===== src/rtl/shiftreg_collect_pkg.sv =====
// rtl/shiftreg_collect_pkg.sv - shared state type and width helpers for the word collector
package shiftreg_collect_pkg;

   typedef enum logic {ST_FILL, ST_FULL} state_t;

   function automatic int calc_cbits(input int n);
      return $clog2(n);
   endfunction

   function automatic int calc_kbits(input int n);
      return $clog2(n + 1);
   endfunction

endpackage


===== src/rtl/shiftreg_collect_if.sv =====
// rtl/shiftreg_collect_if.sv - word stream in, assembled vector out
interface shiftreg_collect_if
   import shiftreg_collect_pkg::*;
#(
   parameter int nbits  = 8,
   parameter int nwords = 8
);
   localparam int kbits = calc_kbits(nwords);

   logic             in_valid;
   logic             in_ready;
   logic [nbits-1:0] in_data;
   logic             flush;
   logic             out_valid;
   logic             out_ack;
   logic [nbits-1:0] q_all [nwords-1:0];
   logic [kbits-1:0] out_count;

   modport master (
      output in_valid, in_data, flush, out_ack,
      input  in_ready, out_valid, q_all, out_count
   );

   modport slave (
      input  in_valid, in_data, flush, out_ack,
      output in_ready, out_valid, q_all, out_count
   );

endinterface


===== src/rtl/shiftreg_collect.sv =====
// rtl/shiftreg_collect.sv - collects nwords serial words into a parallel vector for the PISO register
// A flush closes a partial vector, zero-padding the unused upper slots.
module shiftreg_collect
   import shiftreg_collect_pkg::*;
#(
   parameter int nbits  = 8,
   parameter int nwords = 8
)(
   input  logic               clk,
   input  logic               rst,
   shiftreg_collect_if.slave  bus
);
   localparam int cbits = calc_cbits(nwords);
   localparam int kbits = calc_kbits(nwords);
   localparam logic [cbits-1:0] C_LAST = cbits'(nwords - 1);

   generate
      if (nwords < 2) begin : g_bad_nwords
         $error("shiftreg_collect: nwords must be at least 2");
      end
   endgenerate

   state_t           r_state;
   logic [cbits-1:0] r_cnt;
   logic             r_out_valid;
   logic [kbits-1:0] r_out_count;
   logic [nbits-1:0] r_data [nwords-1:0];

   logic             w_in_ready;
   logic             w_accept;
   logic             w_last;
   logic             w_close;
   logic [kbits-1:0] w_post;

   always_comb begin
      w_in_ready = (r_state == ST_FILL) || bus.out_ack;
      w_accept   = bus.in_valid && w_in_ready;
      w_post     = kbits'(r_cnt) + kbits'(w_accept);
      w_last     = (r_state == ST_FILL) && w_accept && (r_cnt == C_LAST);
      w_close    = (r_state == ST_FILL) && bus.flush && (w_post != '0);
   end

   always_ff @(posedge clk or posedge rst) begin
      if (rst) begin
         r_state     <= ST_FILL;
         r_cnt       <= '0;
         r_out_valid <= 1'b0;
         r_out_count <= '0;
         for (int i = 0; i < nwords; i++) r_data[i] <= '0;
      end else begin
         case (r_state)
            ST_FILL: begin
               // Pad slots sit strictly above the accepted slot, so the two writes never collide.
               for (int i = 0; i < nwords; i++) begin
                  if (w_accept && (i == int'(r_cnt)))
                     r_data[i] <= bus.in_data;
                  else if (w_close && (i >= int'(w_post)))
                     r_data[i] <= '0;
               end
               if (w_last || w_close) begin
                  r_state     <= ST_FULL;
                  r_out_valid <= 1'b1;
                  r_out_count <= w_post;
                  r_cnt       <= '0;
               end else if (w_accept) begin
                  r_cnt <= r_cnt + 1'b1;
               end
            end
            ST_FULL: begin
               if (bus.out_ack) begin
                  r_state     <= ST_FILL;
                  r_out_valid <= 1'b0;
                  if (bus.in_valid) begin
                     r_data[0] <= bus.in_data;
                     r_cnt     <= cbits'(1);
                  end else begin
                     r_cnt <= '0;
                  end
               end
            end
            default: r_state <= ST_FILL;
         endcase
      end
   end

   assign bus.in_ready  = w_in_ready;
   assign bus.out_valid = r_out_valid;
   assign bus.out_count = r_out_count;
   assign bus.q_all     = r_data;

endmodule


===== src/flat_wrapper.sv =====
// flat-port wrapper written by rule: the top's interface ports become plain ports
module shiftreg_collect_flat import shiftreg_collect_pkg::*;
#(
   parameter int nbits  = 8,
   parameter int nwords = 8
)
  (clk, rst, bus_in_valid, bus_in_data, bus_flush, bus_out_ack, bus_in_ready, bus_out_valid, bus_q_all, bus_out_count);
  shiftreg_collect_if #(.nbits(nbits), .nwords(nwords)) bus_i ();
  input  logic clk;
  input  logic rst;
  input wire logic [$bits(bus_i.in_valid)-1:0] bus_in_valid;
  input wire logic [$bits(bus_i.in_data)-1:0] bus_in_data;
  input wire logic [$bits(bus_i.flush)-1:0] bus_flush;
  input wire logic [$bits(bus_i.out_ack)-1:0] bus_out_ack;
  output wire logic [$bits(bus_i.in_ready)-1:0] bus_in_ready;
  output wire logic [$bits(bus_i.out_valid)-1:0] bus_out_valid;
  output wire logic [$bits(bus_i.q_all)-1:0] bus_q_all;
  output wire logic [$bits(bus_i.out_count)-1:0] bus_out_count;
  assign bus_i.in_valid = bus_in_valid;
  assign bus_i.in_data = bus_in_data;
  assign bus_i.flush = bus_flush;
  assign bus_i.out_ack = bus_out_ack;
  assign bus_in_ready = bus_i.in_ready;
  assign bus_out_valid = bus_i.out_valid;
  assign bus_q_all = {>>{bus_i.q_all}};
  assign bus_out_count = bus_i.out_count;
  shiftreg_collect #(.nbits(nbits), .nwords(nwords)) u_core (.clk(clk), .rst(rst), .bus(bus_i));
endmodule

===== config.mk =====
export PLATFORM = sky130hd
export DESIGN_NAME = shiftreg_collect_flat
export DESIGN_NICKNAME = d
export VERILOG_FILES = /design/src/rtl/shiftreg_collect_pkg.sv /design/src/rtl/shiftreg_collect_if.sv /design/src/rtl/shiftreg_collect.sv /design/src/flat_wrapper.sv
export SDC_FILE = /design/constraint.sdc
export NUM_CORES = 1
export LEC_CHECK = 0
export CORE_MARGIN = 5
export CORE_UTILIZATION = 30
export DETAILED_ROUTE_END_ITERATION = 16
export GPL_TIMING_DRIVEN = 0
export HOLD_SLACK_MARGIN = 0.03
export PLACE_DENSITY_LB_ADDON = 0.3
export SLEW_MARGIN = 0
export SYNTH_ARGS = -nofsm -noshare
export SYNTH_HDL_FRONTEND = slang
export SYNTH_SLANG_ARGS = --single-unit
export TNS_END_PERCENT = 5

===== constraint.sdc =====
create_clock -name clk -period 2.6 [get_ports clk]
set_clock_uncertainty 0.05 [all_clocks]
set_input_delay 0.52 -clock clk [delete_from_list [all_inputs] [get_ports clk]]
set_output_delay 0.52 -clock clk [all_outputs]
set_load 0.03 [all_outputs]

# Yosys cells after proc, flatten, opt, wreduce, memory -nomap -nowiden
# Index checks and enable logic that the tools add are counted.
# word_totals
ff_bits	73
out_inout_bits	70
word_cells	109
# op_classes
add_sub_neg	2
n_lt_le_gt_ge	8
n_eq_ne	13
n_mux	30
bitwise_logic	1
reduce_logical	43
# ops
operator	count
$mux W8	18
$logic_and A1 B1 Y1	21
$reduce_and A2 Y1	10
$ge A3 B4 Y1 const A	4
$pmux W8 S2	1
$reduce_bool A2 Y1	7
$eq A3 B3 Y1 const A	4
$mux W3	3
$ge A1 B4 Y1 const A	2
$ge A2 B4 Y1 const A	2
$eq A2 B3 Y1 const A	2
$ne A2 B2 Y1 const B	3
$pmux W3 S2	1
$mux W1	5
$add A3 B1 Y4	1
$pmux W1 S2	2
$reduce_bool A4 Y1	1
$add A3 B1 Y3 const B	1
$eq A1 B3 Y1 const A	1
$eq A3 B3 Y1 const B	1
$logic_not A3 Y1	1
$ne A3 B2 Y1 const B	1
$ne A3 B3 Y1 const B	1
$reduce_and A3 Y1	1
2 further kinds	3

# Logic depth before layout (Yosys ltp)
# Gate-level depths: netlist (run 1).
# depth
word_depth	10
ltp_mapped	11
mapped_depth_nobuf	9

# Worst setup path before layout (run 1)
# No wires, ideal clock.
# synth_path
kind	register to register
start	register u_core.r_state
end	register u_core.r_out_count[0] (netlist: u_core.bus.out_count[0])
setup_ns	0.128
arrival_ns	2.521
required_time_ns	2.422
setup_slack_ns	-0.099
stages_incl_launch_ff	12
period_less_slack_ns	2.699
cell_sequence	dfrtp_1 > buf_2 > nor2b_1 > inv_1 > and2_1 > ha_1 > ha_1 > buf_2 > o21ai_0 > and2_1 > a21o_1 > mux2_1
# synth_between
elab_chain_cells	8
word_cells_on_any_way	11
cone_classes	add/sub: 1; bitwise: 1; reduce/logical: 9
# synth_rtl
element	line	source
start: declaration	shiftreg_collect.sv:23	state_t r_state;
start signal: assignment	shiftreg_collect.sv:45	r_state <= ST_FILL;
start signal: assignment	shiftreg_collect.sv:61	r_state <= ST_FULL;
start signal: assignment	shiftreg_collect.sv:71	r_state <= ST_FILL;
$not A1 Y1 (no source line)	-	
$logic_or A1 B1 Y1	shiftreg_collect.sv:36	w_in_ready = (r_state == ST_FILL) || bus.out_ack;
via bus_in_ready	flat_wrapper.sv:15	output wire logic [$bits(bus_i.in_ready)-1:0] bus_in_ready;
$logic_and A1 B1 Y1	shiftreg_collect.sv:37	w_accept = bus.in_valid && w_in_ready;
$add A3 B1 Y4	shiftreg_collect.sv:38	w_post = kbits'(r_cnt) + kbits'(w_accept);
via u_core.w_post[1]	shiftreg_collect.sv:33	logic [kbits-1:0] w_post;
$reduce_bool A4 Y1	shiftreg_collect.sv:40	w_close = (r_state == ST_FILL) && bus.flush && (w_post != '0);
$logic_and A1 B1 Y1	shiftreg_collect.sv:40	
$logic_or A1 B1 Y1	shiftreg_collect.sv:60	if (w_last || w_close) begin
$reduce_and A2 Y1 (no source line)	-	
end signal: assignment	shiftreg_collect.sv:63	r_out_count <= w_post;
end: declaration	shiftreg_collect.sv:26	logic [kbits-1:0] r_out_count;
# The timed path passes the listed nets, and every way through them passes these cells.
# A chain may end at the register's enable or synchronous reset.

# Worst setup path after layout (run 1)
# layout_path
start	input port bus_out_ack
end	register u_core.r_out_count[1] (netlist: u_core.bus.out_count[1])
# layout_between
elab_chain_cells	7
word_cells_on_any_way	9
cone_classes	add/sub: 1; reduce/logical: 8
# layout_rtl
element	line	source
start: declaration	flat_wrapper.sv:14	input wire logic [$bits(bus_i.out_ack)-1:0] bus_out_ack;
$logic_or A1 B1 Y1 *	shiftreg_collect.sv:36	
$logic_and A1 B1 Y1 *	shiftreg_collect.sv:37	
$add A3 B1 Y4 *	shiftreg_collect.sv:38	
via u_core.w_post[1]	shiftreg_collect.sv:33	
$reduce_bool A4 Y1	shiftreg_collect.sv:40	
$logic_and A1 B1 Y1	shiftreg_collect.sv:40	
$logic_or A1 B1 Y1	shiftreg_collect.sv:60	
$reduce_and A2 Y1 (no source line)	-	
# The timed path passes the listed nets; every way through them passes the cells marked *.

==> results.sh, run 1 <==
export IMPL_outcome="complete, no violations"
export IMPL_multi_input_comb_area_um2=1390
export IMPL_avgSynthCellArea_um2=10.8
export IMPL_area_growth_pct=39.4
export IMPL_drtAntennaViolNets=0
export IMPL_antenna_cells=0
export IMPL_place_congestion=0.856
export IMPL_ys_ff_latch=73
export IMPL_yosysWarningCount=0
export IMPL_synth_edff_count=0
export IMPL_yosysSeqAreaShare_pct=55.3
export IMPL_dp_hpwl_um=6530
export IMPL_numCtsBuffers=9
export IMPL_htree_levels=3
export IMPL_die_y_um=115
export IMPL_crit_buf_inv=3
export IMPL_grt_pass1_wl_um=14300
export IMPL_portBuffers=74
export IMPL_syn_nets=326
export IMPL_critical_path_class="input port to flop"
export IMPL_cap_viol_max_count=0
export IMPL_slowest_stage="ha_2"
export IMPL_netlist_area_um2=3300
export IMPL_synth_common_cells="dfrtp_1, nand2_1, o21ai_0, a22oi_1, a22o_1"
export IMPL_synth_area_leaders="dfrtp_1, a22o_1, a22oi_1"
export IMPL_p_total_mw=5.76
export IMPL_io_pins=83
export IMPL_viasPerCell=5.04
export IMPL_synth_most_common_cell="dfrtp_1"
export IMPL_die_area_um2=13200
export IMPL_crit_path_max_incr_delay_ns=0.32
export IMPL_cp_end_kind="flop"
export IMPL_hp_class="input port to async pin"
export IMPL_startpoint_type="input port"
export IMPL_async_flop_share_pct=100
export IMPL_coreArea_um2=10800
export IMPL_cts_tree="done"
export IMPL_num_fill_cells=1056
export IMPL_ys_flop_type="dfrtp_1"
export IMPL_grt_max_degree=51
export IMPL_cp_max_fo=8
export IMPL_cp_arrival_ns=2.66
export IMPL_cts_hold_buf=0
export IMPL_grt_pass1_vias=2599
export IMPL_rsz0062_at_grt="no"
export IMPL_r2r_cells=11
export IMPL_tightest_slew_ns=0.704
export IMPL_ff_latch_area_um2=1830
export IMPL_die_x_um=115
export IMPL_drt_wl_total_um=9450
export IMPL_wl_per_cell_um=17.5
export IMPL_power_density_nw_per_um2=1250
export IMPL_finalSetupViolations=0
export IMPL_peakVddDrop_uv=626
export IMPL_postLayoutCoreUtil_pct=42.5
export IMPL_maxSlewHeadroom_pct=53.1
export IMPL_root_buffer="clkbuf_8"
export IMPL_final_hold_viol_count=0
export IMPL_grt_overflow=0
export IMPL_dr_pass1_iters=4
export IMPL_clkLatencyLatePin_ns=0.35
export IMPL_required_ns=2.78
export IMPL_min_period_ns=2.48
export IMPL_cp_top_family="buffers and inverters"
export IMPL_antenna_found_initial=0
export IMPL_dr_total_vias=2724
export IMPL_maxSlewViolCount=0
export IMPL_yosysTopAreaCell="dfrtp_1"
export IMPL_gr_usage_all_layers_pct=14.1
export IMPL_leakagePower_nw=2.03
export IMPL_synthDominantCellAreaShare_pct=55.3
export IMPL_reg2reg_slack_ns=0.13
export IMPL_fmax_mhz=403
export IMPL_drt_iter0_drc=179
export IMPL_clkTransAtPathRegs_ns=0.08
export IMPL_cts_sinks=73
export IMPL_whs_ns=0.440
export IMPL_fin_nets=417
export IMPL_crit_cells=11
export IMPL_start_util_pct=30.5
export IMPL_route_detailed_drc=0
export IMPL_synth_cell_types=41
export IMPL_crit_chain="dlygate4sd2_1 -> nor2b_4 -> inv_2 -> and2_1 -> ha_2 -> ha_2 -> buf_4 -> o21ai_1 -> and2_1 -> a21o_1 -> mux2_1"
export IMPL_syn_instance_count=305
export IMPL_period_share_pct=95.4
export IMPL_num_rows=38
export IMPL_drive_gt1_share_pct=12.5
export IMPL_cts_max_path_buffers=2
==> per-stage QoR <==
| step | TNS [ns] | worst slack [ns] | cells | cell area (um^2) |
|---|---|---|---|---|
| 2_1_floorplan | 0 | 0.0226 | 305 | 3310 |
| 3_3_place_gp | -113.21 | -1.09 | 519 | 4220 |
| 3_5_place_dp | -36.57 | -0.682 | 520 | 4250 |
| 4_1_cts | -0.236 | -0.0411 | 536 | 4560 |
| 5_1_grt | 0 | 0.00250 | 541 | 4610 |
| 6_report | 0 | 0.121 | 541 | 4610 |
==> path summary, 6_finish.rpt <==
path                                                  start                             endpoint
hold reg to reg            u_core.bus.q_all[31]$_DFFE_PP0P_     u_core.bus.q_all[31]$_DFFE_PP0P_
max in group asynchronous                               rst          u_core.r_cnt[0]$_DFFE_PP0P_
hold / removal                                          rst     u_core.bus.q_all[61]$_DFFE_PP0P_
setup / recovery                                bus_out_ack  u_core.bus.out_count[1]$_DFFE_PP0P_
setup reg to reg                   u_core.r_state$_DFF_PP0_     u_core.bus.q_all[25]$_DFFE_PP0P_
min in group clk           u_core.bus.q_all[31]$_DFFE_PP0P_     u_core.bus.q_all[31]$_DFFE_PP0P_
==> repair_timing <==
action / CTS / global route
setup buffers: 2 / 5
pin swaps: 3 / 2
resized for setup: 11 / 2
setup endpoints to repair: 60 / 59
==> sequential cells by signal, summed over array words and instances, names as in the netlist <==
register,count
u_core.bus.q_all,64
u_core.bus.out_valid,1
u_core.r_state,1
u_core.bus.out_count,4
u_core.r_cnt,3
==> area by class of cell <==
| cell class | count | area share [%] |
|---|---|---|
| buffer | 22 | 2.42 |
| sequential | 73 | 39.7 |
| inverter | 7 | 0.625 |
| clock buffer | 12 | 3.37 |
| timing repair buffer | 82 | 17.8 |
| tap | 140 | 3.80 |
| clock inverter | 4 | 2.15 |
| multi-input combinational | 201 | 30.2 |
==> report_power, final <==
| group | switching, mW | internal [mW] | total [mW] |
|---|---|---|---|
| logic | 1.63 | 1.22 | 2.85 |
| registers | 0.279 | 1.51 | 1.78 |
| clock network | 0.432 | 0.693 | 1.12 |
| total | 2.34 | 3.42 | 5.76 |
==> cells by family after synthesis <==
kind of cell	share of synthesized area (%)
simple gates	10.5
mux	4.05
flops	55.3
fa+ha+maj	3.03
xor+xnor	1.29
buf+inv	4.13
compound gates	21.7
==> routing by layer <==
layer / up-vias / GRT usage [%] / routed length (um)
li1: 1276 / - / -
met1: 1347 / 19.9 / 4290
met2: 91 / 21.1 / 4300
met3: 10 / 3.68 / 758
met4: 0 / 4.93 / 96
met5: - / 0 / 0
==> placed cells by master (no fill, tap or decap), types with 3 or more instances in the layout <==
cell type,count
buf_1,10
a22oi_1,24
clkdlybuf4s50_1,73
mux2_2,8
dfrtp_1,73
a22o_1,22
o21ai_0,34
bufinv_16,3
nand2_1,48
mux2_1,3
ha_1,6
inv_1,5
clkbuf_8,11
buf_4,10
a21o_1,5
clkbuf_1,6
and3_1,6
nand3_1,4
o21ai_1,4
and2_1,4
nor2_1,4
No activity file was read; power rests on OpenSTA's default activity.
==> run 2, diff against run 1 <==
--- a/config.mk
+++ b/config.mk
@@ -5,6 +5,7 @@
 export SDC_FILE = /design/constraint.sdc
 export NUM_CORES = 1
 export LEC_CHECK = 0
+export CORE_ASPECT_RATIO = 1.4
 export CORE_MARGIN = 5
 export CORE_UTILIZATION = 30
 export DETAILED_ROUTE_END_ITERATION = 16
==> run 2 against run 1 <==
Against the previous run: fmax is 0.66% lower; global-route usage is 0.76 points higher; combinational power hardly changed; critical path type is now flop to flop; highest routed layer unchanged.
==> results.sh, run 2 (same netlist as run 1, synthesis figures left out) <==
export IMPL_required_ns=2.76
export IMPL_drive_gt1_share_pct=11.8
export IMPL_whs_ns=0.448
export IMPL_p_int_mw=3.43
export IMPL_maxSlewHeadroom_pct=58.5
export IMPL_finalSetupViolations=0
export IMPL_grt_overflow=0
export IMPL_maxSlewViolCount=0
export IMPL_dr_pass1_iters=4
export IMPL_rsz0062_at_grt="yes"
export IMPL_io_pins=83
export IMPL_grt_max_degree=42
export IMPL_drtAntennaViolNets=0
export IMPL_dr_total_vias=2697
export IMPL_die_x_um=98.7
export IMPL_placed_cells=521
export IMPL_antenna_found_initial=0
export IMPL_cts_tree="done"
export IMPL_drt_wl_total_um=9550
export IMPL_clkLatencyLatePin_ns=0.33
export IMPL_clkTransAtPathRegs_ns=0.06
export IMPL_leakagePower_nw=2.02
export IMPL_place_congestion=0.870
export IMPL_start_util_pct=30.6
export IMPL_htree_levels=3
export IMPL_outcome="complete, no violations"
export IMPL_critical_path_class="flop to flop"
export IMPL_gr_usage_all_layers_pct=14.9
export IMPL_num_rows=45
export IMPL_startpoint_type="flop"
export IMPL_min_period_ns=2.50
export IMPL_cts_max_path_buffers=2
export IMPL_fin_setup_tns_ns=0
export IMPL_grt_pass1_wl_um=15400
export IMPL_power_density_nw_per_um2=1250
export IMPL_largest_reg_flops=64
export IMPL_swShare_pct=40.7
export IMPL_numCtsBuffers=9
export IMPL_fin_nets=415
export IMPL_antenna_cells=0
export IMPL_coreArea_um2=10800
export IMPL_cp_arrival_ns=2.66
export IMPL_drt_iter0_drc=240
export IMPL_die_y_um=134
export IMPL_switchingPower_mw=2.36
export IMPL_cts_sinks=73
export IMPL_area_growth_pct=39.9
export IMPL_tightest_slew_ns=0.622
export IMPL_pwr_share_seq_pct=31.2
export IMPL_final_cell_mix="clkdlybuf4s50_1, dfrtp_1, nand2_1"
export IMPL_root_buffer="clkbuf_16"
export IMPL_cp_max_fo=10
export IMPL_final_hold_viol_count=0
export IMPL_cts_hold_buf=0
export IMPL_peakVddDrop_uv=426
export IMPL_viasPerCell=5.01
export IMPL_power_frac_comb_pct=49.5
export IMPL_portBuffers=74
export IMPL_hp_class="flop to flop"
export IMPL_clkPwrFrac_pct=19.3
export IMPL_finalNonFillerCells=538
export IMPL_cp_end_kind="flop"
export IMPL_wl_per_cell_um=17.7
export IMPL_dp_hpwl_um=6920
export IMPL_die_area_um2=13200
export IMPL_period_share_pct=96.0
export IMPL_p_total_mw=5.79
export IMPL_fmax_mhz=401
export IMPL_grt_pass1_vias=2714
export IMPL_route_detailed_drc=0
export IMPL_cap_viol_max_count=0
run 2: path summary, 6_finish.rpt:
path / from / end / slack, ns / cells after the start
max in group asynchronous: rst / u_core.bus.q_all[15]$_DFFE_PP0P_ / 1.43 / 3
min reg2reg: u_core.bus.q_all[57]$_DFFE_PP0P_ / u_core.bus.q_all[57]$_DFFE_PP0P_ / 0.45 / 1
max reg2reg: u_core.r_state$_DFF_PP0_ / u_core.bus.out_count[2]$_DFFE_PP0P_ / 0.10 / 10
max: u_core.r_state$_DFF_PP0_ / u_core.bus.out_count[2]$_DFFE_PP0P_ / 0.10 / 10
min: u_core.bus.q_all[57]$_DFFE_PP0P_ / u_core.bus.q_all[57]$_DFFE_PP0P_ / 0.45 / 1
min in group asynchronous: rst / u_core.bus.q_all[5]$_DFFE_PP0P_ / 0.51 / 2
run 2: area by class of cell:
class,instances,area (um^2)
fillers,1029,6190
flip-flops and latches,73,1830
multi-input cells,201,1420
repair buffers,81,805
clock buffers,14,264
well taps,141,176
plain buffers,21,104
inverters,7,28.8
run 2: power groups by stage:
stage | clock network (mW) | registers (mW) | logic [mW]
2_1_floorplan | 0 | 2.41 | 1.08
3_3_place_gp | 0 | 1.80 | 2.69
3_5_place_dp | 0 | 1.82 | 2.73
4_1_cts | 1.14 | 1.80 | 2.85
5_1_grt | 1.18 | 1.85 | 3.10
6_report | 1.12 | 1.81 | 2.87
run 2: routing by layer:
layer / wire [um] / GRT usage (%)
met5: 0 / 0
met4: 157 / 6.38
met3: 439 / 3.17
met2: 5110 / 25.7
met1: 3840 / 17.8
run 2: through the flow:
stage / util [%] / setup slack [ns] / cell area, um^2
6_report: 42.8 / 0.104 / 4620
3_5_place_dp: 39.3 / -0.656 / 4250
2_1_floorplan: - / 0.0226 / 3310
3_3_place_gp: 39.1 / -1.06 / 4220
4_1_cts: 42.4 / 0.0646 / 4590
5_1_grt: 42.8 / -0.0159 / 4620
run 2: repair_timing:
action,CTS,global route
setup endpoints to repair,60,57
hold endpoints to repair,0,0
pin swaps,3,2
setup buffers,4,2
resized for setup,12,7
run 2: worst max-delay path, cell delays in order (launching register included):
cell and delay, ns:
dfrtp_1 0.40, buf_6 0.15, nor2b_2 0.16, inv_2 0.12
and2_1 0.18, ha_4 0.17, ha_4 0.18, a21boi_1 0.24
a21o_1 0.19, a21o_1 0.20, mux2_1 0.34
